**src/rtl/ifetch_line_buffer_pkg.sv**
```systemverilog
// Shared state type and default geometry for the instruction-fetch line buffer.
package params;

    localparam int unsigned LINE_WORDS_DEFAULT = 8;

    typedef enum logic [1:0] {
        IDLE     = 2'd0,
        RESP     = 2'd1,
        FILL     = 2'd2,
        PREFETCH = 2'd3
    } ilb_state_t;

endpackage

```
**src/rtl/ifetch_line_buffer_if.sv**
```systemverilog
// Fetch-side (ufp) and memory-side (dfp) signals of the instruction-fetch line buffer.
// slave is the buffer's view; master is the fetch unit plus memory model.
interface ifetch_line_buffer_if
    import params::*;
#(
    parameter int unsigned LINE_WORDS = LINE_WORDS_DEFAULT
);
    logic [31:0]              ufp_addr;
    logic                     ufp_read;
    logic                     ufp_resp;
    logic [31:0]              ufp_rdata;
    logic                     inval;
    logic [31:0]              dfp_addr;
    logic                     dfp_read;
    logic [32*LINE_WORDS-1:0] dfp_rdata;
    logic                     dfp_resp;

    modport slave (
        input  ufp_addr, ufp_read, inval, dfp_rdata, dfp_resp,
        output ufp_resp, ufp_rdata, dfp_addr, dfp_read
    );

    modport master (
        output ufp_addr, ufp_read, inval, dfp_rdata, dfp_resp,
        input  ufp_resp, ufp_rdata, dfp_addr, dfp_read
    );
endinterface

```
**src/rtl/ifetch_line_buffer_line.sv**
```systemverilog
// One buffered line: data words, tag, valid bit and the lookup word mux.
module ilb_line
    import params::*;
#(
    parameter  int unsigned LINE_WORDS = LINE_WORDS_DEFAULT,
    localparam int unsigned IDX_W      = $clog2(LINE_WORDS),
    localparam int unsigned TAG_W      = 32 - $clog2(4 * LINE_WORDS)
) (
    input  logic                     clk,
    input  logic                     rst_n,
    input  logic                     clr,
    input  logic                     we,
    input  logic                     wvalid,
    input  logic [TAG_W-1:0]         wtag,
    input  logic [32*LINE_WORDS-1:0] wdata,
    input  logic [TAG_W-1:0]         rtag,
    input  logic [IDX_W-1:0]         ridx,
    output logic                     hit_c,
    output logic [31:0]              word_c
);
    logic             valid;
    logic [TAG_W-1:0] tag;
    logic [31:0]      words [LINE_WORDS];

    // A write carries its own validity so an invalidate racing a fill wins.
    always_ff @(posedge clk or negedge rst_n) begin
        if (!rst_n) begin
            valid <= 1'b0;
        end else if (we) begin
            valid <= wvalid;
        end else if (clr) begin
            valid <= 1'b0;
        end
    end

    always_ff @(posedge clk) begin
        if (we) begin
            tag <= wtag;
            for (int i = 0; i < LINE_WORDS; i++) begin
                words[i] <= wdata[32*i +: 32];
            end
        end
    end

    assign hit_c  = valid && (tag == rtag);
    assign word_c = words[ridx];
endmodule

```
**src/rtl/ifetch_line_buffer.sv**
```systemverilog
// Instruction-fetch line buffer: one-cycle hits, single outstanding line fill.
// Define ILB_PREFETCH_EN to add a next-line prefetch buffer.
module ifetch_line_buffer
    import params::*;
#(
    parameter int unsigned LINE_WORDS = LINE_WORDS_DEFAULT
) (
    input logic                 clk,
    input logic                 rst_n,
    ifetch_line_buffer_if.slave bus
);
    localparam int unsigned OFF   = $clog2(4 * LINE_WORDS);
    localparam int unsigned IDX_W = OFF - 2;
    localparam int unsigned TAG_W = 32 - OFF;
`ifdef ILB_PREFETCH_EN
    localparam int unsigned NLINES = 2;
`else
    localparam int unsigned NLINES = 1;
`endif

    ilb_state_t       state, state_d;
    logic             resp_q, resp_d;
    logic [31:0]      rdata_q, rdata_d;
    logic             dread_q, dread_d;
    logic [TAG_W-1:0] dtag_q, dtag_d;
    logic [IDX_W-1:0] req_idx, req_idx_d;
    logic             stale_q, stale_d;
    logic             main_we;
    logic             wvalid_c;

    logic [TAG_W-1:0] a_tag;
    logic [IDX_W-1:0] a_idx;
    logic             unused_addr_bits;
    logic [31:0]      fill_words [LINE_WORDS];

    logic             line_we   [NLINES];
    logic             line_clr  [NLINES];
    logic             line_hit  [NLINES];
    logic [31:0]      line_word [NLINES];
    logic             main_hit_c;
    logic [31:0]      main_word_c;

    assign a_tag            = bus.ufp_addr[31:OFF];
    assign a_idx            = bus.ufp_addr[OFF-1:2];
    assign unused_addr_bits = ^bus.ufp_addr[1:0];
    assign wvalid_c         = ~(stale_q | bus.inval);

`ifdef ILB_PREFETCH_EN
    logic        main_sel, main_sel_d;
    logic        pf_go, pf_go_d;
    logic        pf_we, promote;
    logic        pf_hit_c;
    logic [31:0] pf_word_c;

    assign main_hit_c  = line_hit[main_sel];
    assign main_word_c = line_word[main_sel];
    assign pf_hit_c    = line_hit[~main_sel];
    assign pf_word_c   = line_word[~main_sel];
`else
    assign main_hit_c  = line_hit[0];
    assign main_word_c = line_word[0];
`endif

    always_comb begin
        for (int i = 0; i < LINE_WORDS; i++) begin
            fill_words[i] = bus.dfp_rdata[32*i +: 32];
        end
    end

    // Route fills to the main or prefetch slot; promotion discards the old main.
    always_comb begin
        for (int i = 0; i < NLINES; i++) begin
            line_we[i]  = 1'b0;
            line_clr[i] = bus.inval;
        end
`ifdef ILB_PREFETCH_EN
        line_we[main_sel]  = main_we;
        line_we[~main_sel] = pf_we;
        line_clr[main_sel] = bus.inval | promote;
`else
        line_we[0] = main_we;
`endif
    end

    for (genvar g = 0; g < NLINES; g++) begin : g_line
        ilb_line #(.LINE_WORDS(LINE_WORDS)) u_line (
            .clk    (clk),
            .rst_n  (rst_n),
            .clr    (line_clr[g]),
            .we     (line_we[g]),
            .wvalid (wvalid_c),
            .wtag   (dtag_q),
            .wdata  (bus.dfp_rdata),
            .rtag   (a_tag),
            .ridx   (a_idx),
            .hit_c  (line_hit[g]),
            .word_c (line_word[g])
        );
    end

    // Next state and next values of the registered outputs.
    always_comb begin
        state_d   = state;
        resp_d    = 1'b0;
        rdata_d   = '0;
        dread_d   = dread_q;
        dtag_d    = dtag_q;
        req_idx_d = req_idx;
        stale_d   = stale_q | (bus.inval & dread_q);
        main_we   = 1'b0;
`ifdef ILB_PREFETCH_EN
        main_sel_d = main_sel;
        pf_go_d    = 1'b0;
        pf_we      = 1'b0;
        promote    = 1'b0;
`endif
        case (state)
            IDLE: begin
                if (bus.ufp_read) begin
                    req_idx_d = a_idx;
                    if (main_hit_c && !bus.inval) begin
                        state_d = RESP;
                        resp_d  = 1'b1;
                        rdata_d = main_word_c;
                    end
`ifdef ILB_PREFETCH_EN
                    else if (pf_hit_c && !bus.inval) begin
                        state_d    = RESP;
                        resp_d     = 1'b1;
                        rdata_d    = pf_word_c;
                        promote    = 1'b1;
                        main_sel_d = ~main_sel;
                    end
`endif
                    else begin
                        state_d = FILL;
                        dread_d = 1'b1;
                        dtag_d  = a_tag;
                        stale_d = 1'b0;
                    end
                end
            end
            FILL: begin
                if (bus.dfp_resp) begin
                    main_we = 1'b1;
                    state_d = RESP;
                    resp_d  = 1'b1;
                    rdata_d = fill_words[req_idx];
                    dread_d = 1'b0;
`ifdef ILB_PREFETCH_EN
                    pf_go_d = 1'b1;
`endif
                end
            end
            RESP: begin
                state_d = IDLE;
`ifdef ILB_PREFETCH_EN
                // A prefetch may complete while a main-line hit is being answered.
                if (dread_q) begin
                    if (bus.dfp_resp) begin
                        pf_we   = 1'b1;
                        dread_d = 1'b0;
                    end else begin
                        state_d = PREFETCH;
                    end
                end else if (pf_go) begin
                    state_d = PREFETCH;
                    dread_d = 1'b1;
                    dtag_d  = dtag_q + TAG_W'(1);
                    stale_d = 1'b0;
                end
`endif
            end
`ifdef ILB_PREFETCH_EN
            PREFETCH: begin
                if (bus.dfp_resp) begin
                    pf_we   = 1'b1;
                    dread_d = 1'b0;
                    state_d = IDLE;
                end else if (bus.ufp_read && main_hit_c && !bus.inval) begin
                    state_d = RESP;
                    resp_d  = 1'b1;
                    rdata_d = main_word_c;
                end
            end
`endif
            default: state_d = IDLE;
        endcase
    end

    always_ff @(posedge clk or negedge rst_n) begin
        if (!rst_n) begin
            state   <= IDLE;
            resp_q  <= 1'b0;
            rdata_q <= '0;
            dread_q <= 1'b0;
            dtag_q  <= '0;
            req_idx <= '0;
            stale_q <= 1'b0;
`ifdef ILB_PREFETCH_EN
            main_sel <= 1'b0;
            pf_go    <= 1'b0;
`endif
        end else begin
            state   <= state_d;
            resp_q  <= resp_d;
            rdata_q <= rdata_d;
            dread_q <= dread_d;
            dtag_q  <= dtag_d;
            req_idx <= req_idx_d;
            stale_q <= stale_d;
`ifdef ILB_PREFETCH_EN
            main_sel <= main_sel_d;
            pf_go    <= pf_go_d;
`endif
        end
    end

    assign bus.ufp_resp  = resp_q;
    assign bus.ufp_rdata = rdata_q;
    assign bus.dfp_read  = dread_q;
    assign bus.dfp_addr  = {dtag_q, {OFF{1'b0}}};
endmodule

```
**src/flat_wrapper.sv**
```systemverilog
// flat-port wrapper written by rule: the top's interface ports become plain ports
module ifetch_line_buffer_flat import params::*;
#(
    parameter int unsigned LINE_WORDS = LINE_WORDS_DEFAULT
)
  (clk, rst_n, bus_ufp_addr, bus_ufp_read, bus_inval, bus_dfp_rdata, bus_dfp_resp, bus_ufp_resp, bus_ufp_rdata, bus_dfp_addr, bus_dfp_read);
  ifetch_line_buffer_if #(.LINE_WORDS(LINE_WORDS)) bus_i ();
  input logic clk;
  input logic rst_n;
  input wire logic [$bits(bus_i.ufp_addr)-1:0] bus_ufp_addr;
  input wire logic [$bits(bus_i.ufp_read)-1:0] bus_ufp_read;
  input wire logic [$bits(bus_i.inval)-1:0] bus_inval;
  input wire logic [$bits(bus_i.dfp_rdata)-1:0] bus_dfp_rdata;
  input wire logic [$bits(bus_i.dfp_resp)-1:0] bus_dfp_resp;
  output wire logic [$bits(bus_i.ufp_resp)-1:0] bus_ufp_resp;
  output wire logic [$bits(bus_i.ufp_rdata)-1:0] bus_ufp_rdata;
  output wire logic [$bits(bus_i.dfp_addr)-1:0] bus_dfp_addr;
  output wire logic [$bits(bus_i.dfp_read)-1:0] bus_dfp_read;
  assign bus_i.ufp_addr = bus_ufp_addr;
  assign bus_i.ufp_read = bus_ufp_read;
  assign bus_i.inval = bus_inval;
  assign bus_i.dfp_rdata = bus_dfp_rdata;
  assign bus_i.dfp_resp = bus_dfp_resp;
  assign bus_ufp_resp = bus_i.ufp_resp;
  assign bus_ufp_rdata = bus_i.ufp_rdata;
  assign bus_dfp_addr = bus_i.dfp_addr;
  assign bus_dfp_read = bus_i.dfp_read;
  ifetch_line_buffer #(.LINE_WORDS(LINE_WORDS)) u_core (.clk(clk), .rst_n(rst_n), .bus(bus_i));
endmodule
```
**config.mk**
```make
export PLATFORM = sky130hd
export DESIGN_NAME = ifetch_line_buffer_flat
export DESIGN_NICKNAME = d
export VERILOG_FILES = /design/src/rtl/ifetch_line_buffer_pkg.sv /design/src/rtl/ifetch_line_buffer_if.sv /design/src/rtl/ifetch_line_buffer_line.sv /design/src/rtl/ifetch_line_buffer.sv /design/src/flat_wrapper.sv
export SDC_FILE = /design/constraint.sdc
export NUM_CORES = 1
export LEC_CHECK = 0
export CAP_MARGIN = 20
export CORE_MARGIN = 2
export CORE_UTILIZATION = 51
export CTS_BUF_LIST = sky130_fd_sc_hd__clkbuf_16
export DETAILED_ROUTE_END_ITERATION = 10
export HOLD_SLACK_MARGIN = 0.06
export PLACE_DENSITY_LB_ADDON = 0.12
export SKIP_CTS_REPAIR_TIMING = 1
export SYNTH_ARGS = -nofsm -noshare
export SYNTH_HDL_FRONTEND = slang
export SYNTH_SLANG_ARGS = --single-unit
```
**constraint.sdc**
```tcl
create_clock -name clk -period 8.85 [get_ports clk]
set_input_delay 1.3275 -clock clk [delete_from_list [all_inputs] [get_ports clk]]
set_output_delay 1.3275 -clock clk [all_outputs]
set_load 0.03 [all_outputs]
```
==> Yosys cells after proc, flatten, opt, wreduce, memory -nomap -nowiden <==
Memories as Yosys holds them, arrays and structs flattened.
Cells that the tools add are included.
{ "classes": {"n_reduce_logical": 10, "n_lt_le_gt_ge": 1, "mux": 27, "eq_ne": 5, "bitwise": 6} }
{ "op_table": {"columns": ["op", "count"], "rows": [
  ["32-bit 2-to-1 mux", 5],
  ["32-bit binary-select mux with 3-bit select", 1],
  ["32-bit case mux with 2 select lines", 1],
  ["27-bit == test", 1],
  ["1-bit 2-to-1 mux", 14],
  ["2-bit 2-to-1 mux", 3],
  ["2-bit inequality test (second input constant)", 3],
  ["4-bit >= comparator (second input constant)", 1],
  ["3-bit inverter with 4-bit output", 1],
  ["1-bit case mux with 2 select lines", 2],
  ["2-bit case mux with 2 select lines", 1],
  ["2-bit AND reduction", 2],
  ["4-bit AND reduction", 1],
  ["2-bit nonzero test", 2],
  ["3-bit AND reduction", 1],
  ["2-bit == test (second input constant)", 1],
  ["1-bit logical AND", 2],
  ["2-bit logical NOT", 1],
  ["1-bit inverter", 2],
  ["1-bit bitwise OR", 2],
  ["1-bit bitwise AND", 1],
  ["1-bit logical NOT", 1]
]} }
{ "word_totals": {"mem_bits_rw": 256, "mem_count": 1, "inputBits": 293, "register_bits": 95, "elab_cells": 59} }
{ "memory_table": {"columns": ["memory", "depth", "width", "rd", "rd_clocked_by_memory_dff", "write_ports", "line", "source"], "rows": [
  ["u_core.g_line[0].u_line.words", 8, 32, 1, 0, 8, "ifetch_line_buffer_line.sv:23", "logic [31:0] words [LINE_WORDS];"]
]} }

==> Longest topological paths before layout <==
Gate-level depths: netlist of run 1.
{ "logic_depth": {"word_depth": 6, "depth_mapped": 8} }

==> Modules after synthesis <==
Synthesis of run 1 repeated with hierarchy kept, for this count alone.
{ "unflattened": {"hier_cells": 825, "hier_area_um2": 15887.7} }
{ "modules_own_cells": {"columns": ["module", "cells_per_inst", "instances", "area_each_um2"], "rows": [
  ["ilb_line", 436, 1, 10909.2],
  ["ifetch_line_buffer", 389, 1, 4978.5]
]} }

==> Least setup slack after synthesis of run 1 <==
OpenSTA, ideal clock, no wires.
{ "synth_path": {"path_kind": "input-to-reg", "from": "input port bus_dfp_resp", "to": "register u_core.g_line[0].u_line.valid", "setup_ps": 401, "slack_ps": 1040, "t_arrival_ps": 7408, "path_stages": 3, "required_time_ps": 8449, "cell_sequence": "nand3b_1 > inv_1 > a211oi_1"} }
{ "synth_via": {"elab_chain_cells": 3, "word_cells_on_any_way": 4, "classes_between": "mux: 3; reduce/logical: 1"} }
{ "synth_lines": {"columns": ["item", "line", "source"], "rows": [
  ["start, declared", "flat_wrapper.sv:14", "input wire logic [$bits(bus_i.dfp_resp)-1:0] bus_dfp_resp;"],
  ["1-bit 2-to-1 mux *", "ifetch_line_buffer.sv:144", "if (bus.dfp_resp) begin"],
  ["1-bit 2-to-1 mux *", "ifetch_line_buffer.sv:117", "case (state)"],
  ["named net u_core.g_line[0].u_line.we", "ifetch_line_buffer_line.sv:12", "input logic we,"],
  ["1-bit 2-to-1 mux or 2-bit nonzero test (tied branches)", null, null],
  ["end signal, assigned", "ifetch_line_buffer_line.sv:30", "valid <= wvalid;"],
  ["end, declared", "ifetch_line_buffer_line.sv:21", "logic valid;"]
]} }
Mark *: on every way through the listed nets, which the timed path passes. The rest lies on a longest branch.
A chain may end at the register's enable or synchronous reset.

==> Worst setup path in the final report of run 1 <==
{ "layout_path": {"from": "input port bus_inval", "to": "register u_core.rdata_q[2] (netlist: u_core.bus.ufp_rdata[2])"} }
{ "layout_via": {"elab_chain_cells": 5} }
{ "layout_lines": {"columns": ["item", "line", "source"], "rows": [
  ["start, declared", "flat_wrapper.sv:12", "input wire logic [$bits(bus_i.inval)-1:0] bus_inval;"],
  ["1-bit logical NOT", "ifetch_line_buffer.sv:121", "if (main_hit_c && !bus.inval) begin"],
  ["1-bit logical AND", "ifetch_line_buffer.sv:121", null],
  ["32-bit 2-to-1 mux", "ifetch_line_buffer.sv:121", null],
  ["32-bit 2-to-1 mux", "ifetch_line_buffer.sv:119", "if (bus.ufp_read) begin"],
  ["32-bit case mux with 2 select lines", "ifetch_line_buffer.sv:117", null],
  ["named net u_core.rdata_d[2]", "ifetch_line_buffer.sv:23", "logic [31:0] rdata_q, rdata_d;"],
  ["end signal, assigned", "ifetch_line_buffer.sv:207", "rdata_q <= rdata_d;"],
  ["end, declared", "ifetch_line_buffer.sv:23", null]
]} }
The timed path passes the listed nets, and every way through them passes these cells.

==> results of run 1 <==
[path summary, 6_finish.rpt]
path	cells after the start	end	startpoint	slack [ns]
setup / recovery	6	u_core.bus.ufp_rdata[2]	bus_inval	5.00
hold / removal	1	u_core.g_line[0].u_line.valid	u_core.stale_q	0.46
setup reg to reg	4	u_core.g_line[0].u_line.words[0][29]	u_core.state[0]	5.94
hold reg to reg	1	u_core.g_line[0].u_line.valid	u_core.stale_q	0.46
max in group asynchronous	2	u_core.req_idx[0]	rst_n	7.00
min in group asynchronous	1	u_core.dtag_q[2]	rst_n	0.80
[sequential cells by signal, summed over array words and instances, names as in the netlist]
name and cells:
u_core.g_line.u_line.words 256, u_core.stale_q 1, u_core.g_line.u_line.valid 1, u_core.dtag_q 27, u_core.bus.ufp_resp 1, u_core.req_idx 3, u_core.g_line.u_line.tag 27, u_core.bus.dfp_read 1
u_core.bus.ufp_rdata 32, u_core.state 2
[layout make-up]
type,instances,area (sq um),share of cell area
antenna,4,10.01,0.0004740
clock buffer,41,1026,0.04859
clock inverter,29,242.7,0.01150
inverter,3,18.77,0.0008888
multi-input combinational,485,5503,0.2606
sequential,351,10210,0.4835
tap,396,495.5,0.02347
timing repair buffer,364,3611,0.1710
[critical path, cell delays in order]
cell             delay [ns]
clkdlybuf4s50_1        0.45
nand2b_4               0.16
a2111o_1               0.38
or4_4                  0.74
or4_4                  0.91
o22ai_1                0.25
[power by group]
group	switching [mW]	internal (mW)
registers	0.227	2.10
logic	0.704	0.758
clock network	0.624	0.975
[logic make-up (layout without fill, tap and decap cells)]
group | after synthesis | after routing | synth area share
AO/OA/AOI/OAI | 121 | 121 | 0.05866
XOR/XNOR | 24 | 24 | 0.01309
buffers and inverters | 80 | 437 | 0.02353
flip-flops | 351 | 351 | 0.6351
multiplexers | 192 | 192 | 0.2194
other | 1 | 9 | 0.0002335
AND/OR/NAND/NOR | 143 | 143 | 0.05001
[per-layer routing]
layer | GRT usage | wire [um] | part of all wire
met5 | 0 | 13 | 0.00033
met4 | 0.06634 | 866 | 0.022
met3 | 0.06037 | 3137 | 0.079
met2 | 0.3992 | 19810 | 0.50
met1 | 0.3172 | 15690 | 0.40
[cells in the final DEF (no fill, tap or decap), types with 4 or more instances in the layout]
| master | n |
|---|---|
| and2_1 | 27 |
| o22ai_1 | 4 |
| a22o_1 | 27 |
| o22ai_2 | 28 |
| buf_4 | 15 |
| or4_1 | 28 |
| inv_1 | 8 |
| mux4_2 | 128 |
| dfrtp_1 | 65 |
| o21ai_0 | 27 |
| edfxtp_1 | 283 |
| conb_1 | 5 |
| nor2_1 | 4 |
| nor4_1 | 4 |
| clkinv_1 | 16 |
| clkdlybuf4s50_1 | 347 |
| xor2_1 | 17 |
| bufinv_16 | 5 |
| a21oi_1 | 29 |
| mux2i_1 | 64 |
| nand3_1 | 27 |
| clkbuf_16 | 41 |
| xnor2_1 | 7 |
| diode_2 | 4 |
| nand2_1 | 43 |
[per-stage QoR]
step	area [sq um]	cells
2_1_floorplan	16080	916
3_3_place_gp	19840	1599
3_5_place_dp	19840	1599
4_1_cts	21110	1669
5_1_grt	21120	1673
6_report	21120	1673
==> flow_summary_export.csv, run 1 <==
group,metric,value,unit
synthesis,yosys.area.top_type,"edfxtp_1",
placed_design,place_worst_setup_slack,4.480,ns
sta,fin_tns_setup,0,ns
sta,setup_viol,0,
sta,min_period,3.851,ns
sta,timing.hold.ws,0.4608,ns
power_and_ir_drop,powerDensity,255.0,nW/um^2
sta,worstMarginPinSlew,1.118,ns
flow_run,cap_violations,0,
floorplanning,core,30830,sq um
floorplanning,start_util,0.5209,
route,initialDrtViolationCount,812,
floorplanning,die_x,181.5,um
route,vias_per_cell,5.894,
global_route,grt_pass1_wl,59.82,mm
floorplanning,die_h,181.5,um
sta,fmax,259.7,MHz
synthesis,yosysWarnings,0,
clock_tree,cts_buffers,38,
synthesis,synth_area,16060,sq um
clock_tree,cts-root-buf,"clkbuf_16",
clock_tree,cts_sinks,351,
setup_path,critPathCaptureType,"flop",
synthesis,yosysMostFrequentCell,"edfxtp_1",
floorplanning,rows,64,
sta,period_share,0.4351,
placed_design,place_congestion,0.7653,
sta,worst_slack,4.999,ns
clock_tree,clock_latency,0.52,ns
setup_path,cp_max_fo,56,
sta,hold_viol,0,
global_route,grt_remaining_overflow,0,
synthesis,yosysSeqAreaShare,0.6351,
placed_design,portBuffers,351,
cells_and_area,syn_to_final_growth,31.47,%
synthesis,ys_seq_elements,351,
global_route,antenna_found_initial,6,
power_and_ir_drop,irDropWorstVdd,0.0001636,V
setup_path,path_class,"in2reg",
sta,slew_violations,0,
run_status,status,"completed",
power_and_ir_drop,total_power,5.385,mW
global_route,grt_pass1_vias,10310,
sta,relSlewSlack,0.2545,
synthesis,avgSynthCellArea,17.61,sq um
route,wl_per_cell,23.62,um
route,ant_nets,0,
floorplanning,dieArea,32930,sq um
synthesis,ys_types,38,
synthesis,yosysTopAreaCellShare,0.5291,
setup_path,cp_data_required_time,9.26,ns
clock_tree,cts_tree,"done",
cells_and_area,nets,1536,
floorplanning,ioPinCount,359,
synthesis,yosys-top-cells-count,"edfxtp_1, mux4_2, dfrtp_1",
synthesis,syn-instance-count,912,
placed_design,dp_hpwl,24.38,mm
global_route,grt_max_degree,169,
synthesis,synth_edf_count,283,
route,wl,39.51,mm
clock_tree,cts.htree.levels,2,
synthesis,synthArstFlopShare,0.1937,
setup_path,critPathLaunchType,"primary input",
route,drcViolationCount,0,
synthesis,synth_area_leaders,"edfxtp_1, mux4_2, dfrtp_1, mux2i_1, o22ai_2",
hold_path,hold_path.class,"reg2reg",
synthesis,ys.flop_type,"edfxtp_1",
cells_and_area,final_util,0.6849,
route,vias,9861,
sta,finalClockSkew,0.01104,ns
global_route,grt_use_total,0.2397,
route,dr.pass1.iters,5,
setup_path,critical_path_arrival,4.26,ns
sta,rsz0062_at_grt,"false",
cells_and_area,drive_gt1_frac,0.1799,
clock_tree,clk_path_buf_depth,3,
clock_tree,cts.clk_slew.worst_paths,0.06,ns
power_and_ir_drop,p_leak,7.287,nW
cells_and_area,fill_cells,2068,
(Power assumes the default switching activity.)
==> run 2, diff against run 1 <==
==> constraint.sdc (replaced) <==
create_clock -name clk -period 4 [get_ports clk]
set_input_delay 0.6 -clock clk [delete_from_list [all_inputs] [get_ports clk]]
set_output_delay 0.6 -clock clk [all_outputs]
set_load 0.03 [all_outputs]
==> run 2 against run 1 <==
  * Critical path type unchanged
  * Sequential power up 120%
  * Global-route usage rose by 0.37 points
  * Sequential cell count did not move
  * Sequential share of layout area down 0.18 points
  * Cell count up 0.78%
  * Clock skew grew 0.0053 ns
  * Largest cell class unchanged
  * Worst hold slack worse by 0.33 ns
  * Cell area increased by 0.37%
  * Via count rose by 0.74%
==> flow_summary_export.csv, run 2 (same netlist as run 1, synthesis figures left out) <==
group,metric,value,unit
clock_tree,cts_buffers,39,
route,vias,9934,
sta,worst_slack,1.258,ns
cells_and_area,largest_reg_flops,256,
route,wl,40.02,mm
global_route,grt_remaining_overflow,0,
hold_path,hold_path.class,"in2async",
setup_path,cp_max_fo,34,
power_and_ir_drop,share_comb_of_total_power,0.287,
global_route,grt_max_degree,66,
setup_path,r2r-end,"u_core.bus.ufp_rdata[0]",
cells_and_area,fill_cells,2079,
global_route,antenna_found_initial,7,
sta,finalClockSkew,0.01632,ns
placed_design,place_congestion,0.7576,
global_route,grt_use_total,0.2434,
setup_path,critical_path_arrival,3.16,ns
cells_and_area,nets,1549,
power_and_ir_drop,p_leak,7.362,nW
power_and_ir_drop,clkPwrFrac,0.280,
sta,setup_viol,0,
floorplanning,start_util,0.5209,
placed_design,post_dp_cell_area,20020,sq um
global_route,grt_pass1_vias,10560,
placed_design,dp_cells,1611,
placed_design,place_worst_setup_slack,0.7019,ns
floorplanning,dieArea,32930,sq um
flow_run,cap_violations,0,
setup_path,critPathLaunchType,"primary input",
sta,min_period,2.742,ns
sta,hold_viol,0,
cells_and_area,final_util,0.6874,
setup_path,timing.rr.start,"u_core.g_line[0].u_line.tag[14]",
power_and_ir_drop,total_power,11.72,mW
power_and_ir_drop,switching_share,0.2951,
setup_path,cp_data_required_time,4.42,ns
route,wl_per_cell,23.74,um
setup_path,reg2reg_depth,5,
route,initialDrtViolationCount,740,
power_and_ir_drop,p_int,8.265,mW
route,dr.pass1.iters,5,
cells_and_area,final_area,21190,sq um
cells_and_area,layout_commonest_cell,"clkdlybuf4s50_1",
setup_path,path_cells,"clkdlybuf4s50_1 > nand2b_4 > a2111o_1 > or4_4 > or4_4 > o22ai_1",
setup_path,path_class,"in2reg",
cells_and_area,syn_to_final_growth,31.96,%
cells_and_area,fin_cells,1686,
cells_and_area,top_register,"u_core.g_line.u_line.words",
sta,fmax,364.8,MHz
cells_and_area,regArea,10210,sq um
sta,rsz0062_at_grt,"false",
clock_tree,cts-root-buf,"clkbuf_16",
clock_tree,cts_tree,"done",
route,ant_nets,0,
floorplanning,rows,64,
sta,relSlewSlack,0.2608,
route,drcViolationCount,0,
global_route,grt_pass1_wl,60.79,mm
sta,worstMarginPinSlew,1.109,ns
setup_path,cp_slowest_cell,"or4_4",
cells_and_area,drive_gt1_frac,0.1875,
route,vias_per_cell,5.892,
setup_path,critPathCaptureType,"flop",
sta,slew_violations,0,
run_status,status,"completed",
floorplanning,die_h,181.5,um
cells_and_area,multi_input_area,5503,sq um
setup_path,max_stage_delay,0.84,ns
power_and_ir_drop,irDropWorstVdd,0.0003760,V
power_and_ir_drop,p_switching,3.460,mW
clock_tree,cts_sinks,351,
clock_tree,clock_latency,0.51,ns
setup_path,rrSetupSlack,1.46,ns
placed_design,dp_hpwl,25.47,mm
clock_tree,cts.clk_slew.worst_paths,0.06,ns
sta,period_share,0.6854,
sta,timing.hold.ws,0.1297,ns
placed_design,portBuffers,351,
clock_tree,cts.htree.levels,2,
power_and_ir_drop,powerDensity,553.2,nW/um^2
setup_path,path_common_cell,"or4_4",
floorplanning,core,30830,sq um
sta,fin_tns_setup,0,ns
clock_tree,clk_path_buf_depth,3,
floorplanning,die_x,181.5,um
floorplanning,ioPinCount,359,
power_and_ir_drop,seqPwrFrac,0.433,
cells_and_area,final_cell_mix,"clkdlybuf4s50_1, edfxtp_1, mux4_2",
==> run 2: changes by cell type in the layout (fill, tap and decap cells not counted), sizes merged <==
cell,change
buf,+12
inv,+11
clkinv,-7
bufinv,-3
clkbuf,-2
clkinvlp,+1
diode,+1
==> run 2: how the worst max path moves through the flow <==
stage / startpoint / to / slack (ns) / depth (start not counted)
3_5_place_dp: bus_inval / u_core.bus.ufp_rdata[0] / 0.70 / 6
2_1_floorplan: bus_dfp_resp / u_core.g_line[0].u_line.tag[0] / -1.56 / 2
6_report: bus_inval / u_core.bus.ufp_rdata[0] / 1.26 / 6
3_3_place_gp: bus_inval / u_core.bus.ufp_rdata[31] / 0.75 / 6
4_1_cts: bus_inval / u_core.bus.ufp_rdata[0] / 1.24 / 6
5_1_grt: bus_inval / u_core.bus.ufp_rdata[31] / 1.21 / 6
==> run 2: layer usage <==
metal	vias up	share of wire	track usage
met5	-	0.00052	0
met4	4	0.023	0.06862
met3	66	0.075	0.06037
met2	394	0.51	0.4184
met1	5030	0.39	0.3101
li1	4440	-	-
==> run 2: power groups by stage <==
stage	registers (mW)	clock network (mW)	logic (mW)
CTS	5.09	3.34	3.40
global route	5.14	3.50	3.59
global placement	5.13	0	3.34
detailed placement	5.16	0	3.38
floorplan	5.35	0	1.89
finish	5.08	3.28	3.36
==> run 2: critical path, delay by kind of cell <==
family | cells | cell delay (ns)
and+or+nand+nor | 3 | 1.49
AOI/OAI and AO/OA | 2 | 0.60
buffers and inverters | 1 | 0.44
==> run 2: layout make-up <==
| class | instances | area share |
|---|---|---|
| Timing Repair Buffer | 376 | 0.1794 |
| Antenna cell | 5 | 0.0005904 |
| Sequential cell | 351 | 0.4817 |
| Inverter | 3 | 0.0007085 |
| Multi-Input combinational cell | 485 | 0.2597 |
| Tap cell | 396 | 0.02338 |
| Clock buffer | 39 | 0.04605 |
| Clock inverter | 31 | 0.008561 |
==> run 3, diff against run 2 <==
==> constraint.sdc (replaced) <==
create_clock -name clk -period 2.85 [get_ports clk]
set_input_delay 0.4275 -clock clk [delete_from_list [all_inputs] [get_ports clk]]
set_output_delay 0.4275 -clock clk [all_outputs]
set_load 0.03 [all_outputs]
==> run 3 against run 2 <==
  * Utilization up 0.74 points
  * Global-route usage is 0.47 points higher
  * Largest power group unchanged
  * Register-to-register slack worse by 0.97 ns
  * Clock skew shrank 0.0021 ns
  * Sequential power grew 39%
  * Sequential cell count is the same
  * Routed wire length grew 1.9%
  * Highest routed layer unchanged
  * First-iteration DRC count shrank 5.8%
  * Combinational power up 46%
  * Count of clock-buffer cells in the layout stayed put
  * Cell area grew 1.1%
==> flow_summary_export.csv, run 3 (same netlist as run 1, synthesis figures left out) <==
group,metric,value,unit
cells_and_area,final_area,21420,sq um
flow_run,cap_violations,0,
cells_and_area,final_util,0.6948,
route,wl_per_cell,23.88,um
sta,setup_viol,0,
power_and_ir_drop,irDropWorstVdd,0.0005231,V
route,vias_per_cell,5.938,
route,dr.pass1.iters,5,
power_and_ir_drop,total_power,16.54,mW
global_route,grt_util_met2,0.4127,
sta,period_share,0.8320,
placed_design,dp_hpwl,26.90,mm
global_route,grt_pass1_vias,10650,
cells_and_area,drive_gt1_frac,0.1980,
floorplanning,start_util,0.5209,
global_route,grt_remaining_overflow,0,
route,vias,10140,
power_and_ir_drop,p_leak,7.446,nW
clock_tree,cts_buffers,38,
setup_path,r2r-end,"u_core.dtag_q[12]",
hold_path,hold_path.class,"in2async",
sta,min_period,2.371,ns
setup_path,critPathCaptureType,"flop",
sta,fmax,421.7,MHz
floorplanning,core,30830,sq um
sta,relSlewSlack,0.5133,
setup_path,critical_path_arrival,2.81,ns
sta,slew_violations,0,
sta,finalClockSkew,0.01419,ns
power_and_ir_drop,clkPwrFrac,0.278,
cells_and_area,syn_to_final_growth,33.37,%
setup_path,path_class,"in2reg",
global_route,grt_max_degree,75,
power_and_ir_drop,seqPwrFrac,0.426,
run_status,status,"completed",
power_and_ir_drop,p_switching,4.893,mW
global_route,met3_usage,0.06819,
placed_design,post_dp_cell_area,20230,sq um
route,wl,40.77,mm
power_and_ir_drop,p_int,11.65,mW
setup_path,reg2reg_depth,6,
cells_and_area,fin_cells,1707,
sta,rsz0062_at_grt,"false",
setup_path,cp_data_required_time,3.29,ns
setup_path,critPathLaunchType,"primary input",
cells_and_area,nets,1567,
route,ant_nets,0,
cells_and_area,fill_cells,2074,
placed_design,portBuffers,351,
clock_tree,cts.clk_slew.worst_paths,0.06,ns
floorplanning,rows,64,
cells_and_area,largest_reg_flops,256,
placed_design,place_congestion,0.7863,
global_route,met1_usage,0.3180,
route,initialDrtViolationCount,697,
cells_and_area,layout_commonest_cell,"clkdlybuf4s50_1",
cells_and_area,final_cell_mix,"clkdlybuf4s50_1, edfxtp_1, mux4_2",
global_route,grt_pass1_wl,61.96,mm
power_and_ir_drop,switching_share,0.2958,
sta,worstMarginPinSlew,0.7300,ns
clock_tree,cts_sinks,351,
clock_tree,cts.htree.levels,2,
global_route,antenna_found_initial,11,
floorplanning,die_x,181.5,um
sta,hold_viol,0,
route,drcViolationCount,0,
clock_tree,cts-root-buf,"clkbuf_16",
setup_path,rrSetupSlack,0.49,ns
power_and_ir_drop,share_comb_of_total_power,0.296,
floorplanning,die_h,181.5,um
sta,timing.hold.ws,0.4382,ns
floorplanning,ioPinCount,359,
global_route,grt_use_total,0.2481,
clock_tree,clk_path_buf_depth,3,
setup_path,cp_max_fo,48,
floorplanning,dieArea,32930,sq um
power_and_ir_drop,powerDensity,772.3,nW/um^2
clock_tree,clock_latency,0.51,ns
setup_path,timing.rr.start,"u_core.g_line[0].u_line.tag[14]",
cells_and_area,top_register,"u_core.g_line.u_line.words",
global_route,grt_busiest_layer,"met2",
clock_tree,cts_tree,"done",
placed_design,dp_cells,1629,
-- run 3: changes by cell type in the layout (fill, tap and decap cells not counted), sizes merged --
cell / previous run / this run
buf: 29 / 47
inv: 20 / 12
clkinv: 11 / 16
diode: 5 / 8
clkinvlp: 1 / 3
dlygate4sd3: 0 / 1
-- run 3: worst max-delay path, stage by stage --
cell and delay, ns:
clkdlybuf4s50_1 0.43, nand2b_4 0.15, a2111o_1 0.38, or4_4 0.51, buf_4 0.28, or4_1 0.52
nand3_1 0.11
-- run 3: metrics by stage --
stage / TNS [ns] / setup WS, ns
4_1_cts: 0 / 0.5103
3_3_place_gp: -0.002281 / -0.002281
2_1_floorplan: -723.42 / -2.541
6_report: 0 / 0.4787
5_1_grt: 0 / 0.4210
3_5_place_dp: -0.05884 / -0.01754
-- run 3: area by class of cell --
| cell class | count | area (sq um) | area share |
|---|---|---|---|
| antenna | 8 | 20.02 | 0.0009346 |
| clock buffer | 39 | 975.9 | 0.04556 |
| clock inverter | 30 | 181.4 | 0.008470 |
| inverter | 3 | 15.01 | 0.0007009 |
| multi-input combinational | 485 | 5503 | 0.2569 |
| sequential | 351 | 10210 | 0.4766 |
| tap | 396 | 495.5 | 0.02313 |
| timing repair buffer | 395 | 4021 | 0.1877 |
-- run 3: per-layer routing --
layer  part of all wire  up-vias  routed length, um
met3              0.091       72               3716
met5             0.0013        -                 51
li1                   -     4479                  -
met2               0.50      435              20470
met1               0.38     5142              15600
met4              0.023        8                939
-- run 3: worst max-delay path by stage --
stage | from | end | slack [ns] | depth (start not counted)
after floorplan | bus_dfp_resp | u_core.g_line[0].u_line.tag[0] | -2.54 | 2
after global placement | bus_inval | u_core.bus.ufp_rdata[31] | -0.002 | 7
after detailed placement | bus_inval | u_core.bus.ufp_rdata[2] | -0.02 | 7
after CTS | bus_inval | u_core.bus.ufp_rdata[2] | 0.51 | 7
after global routing | bus_inval | u_core.dtag_q[11] | 0.42 | 7
final | bus_inval | u_core.dtag_q[12] | 0.48 | 7
-- run 3: power by group through the flow --
stage          clock (mW)  sequential (mW)  combinational (mW)
6_report             4.60             7.04                4.90
5_1_grt              4.89             7.14                5.20
4_1_cts              4.69             7.05                4.94
3_5_place_dp            0             7.15                4.91
3_3_place_gp            0             7.12                4.84
2_1_floorplan           0             7.51                2.66
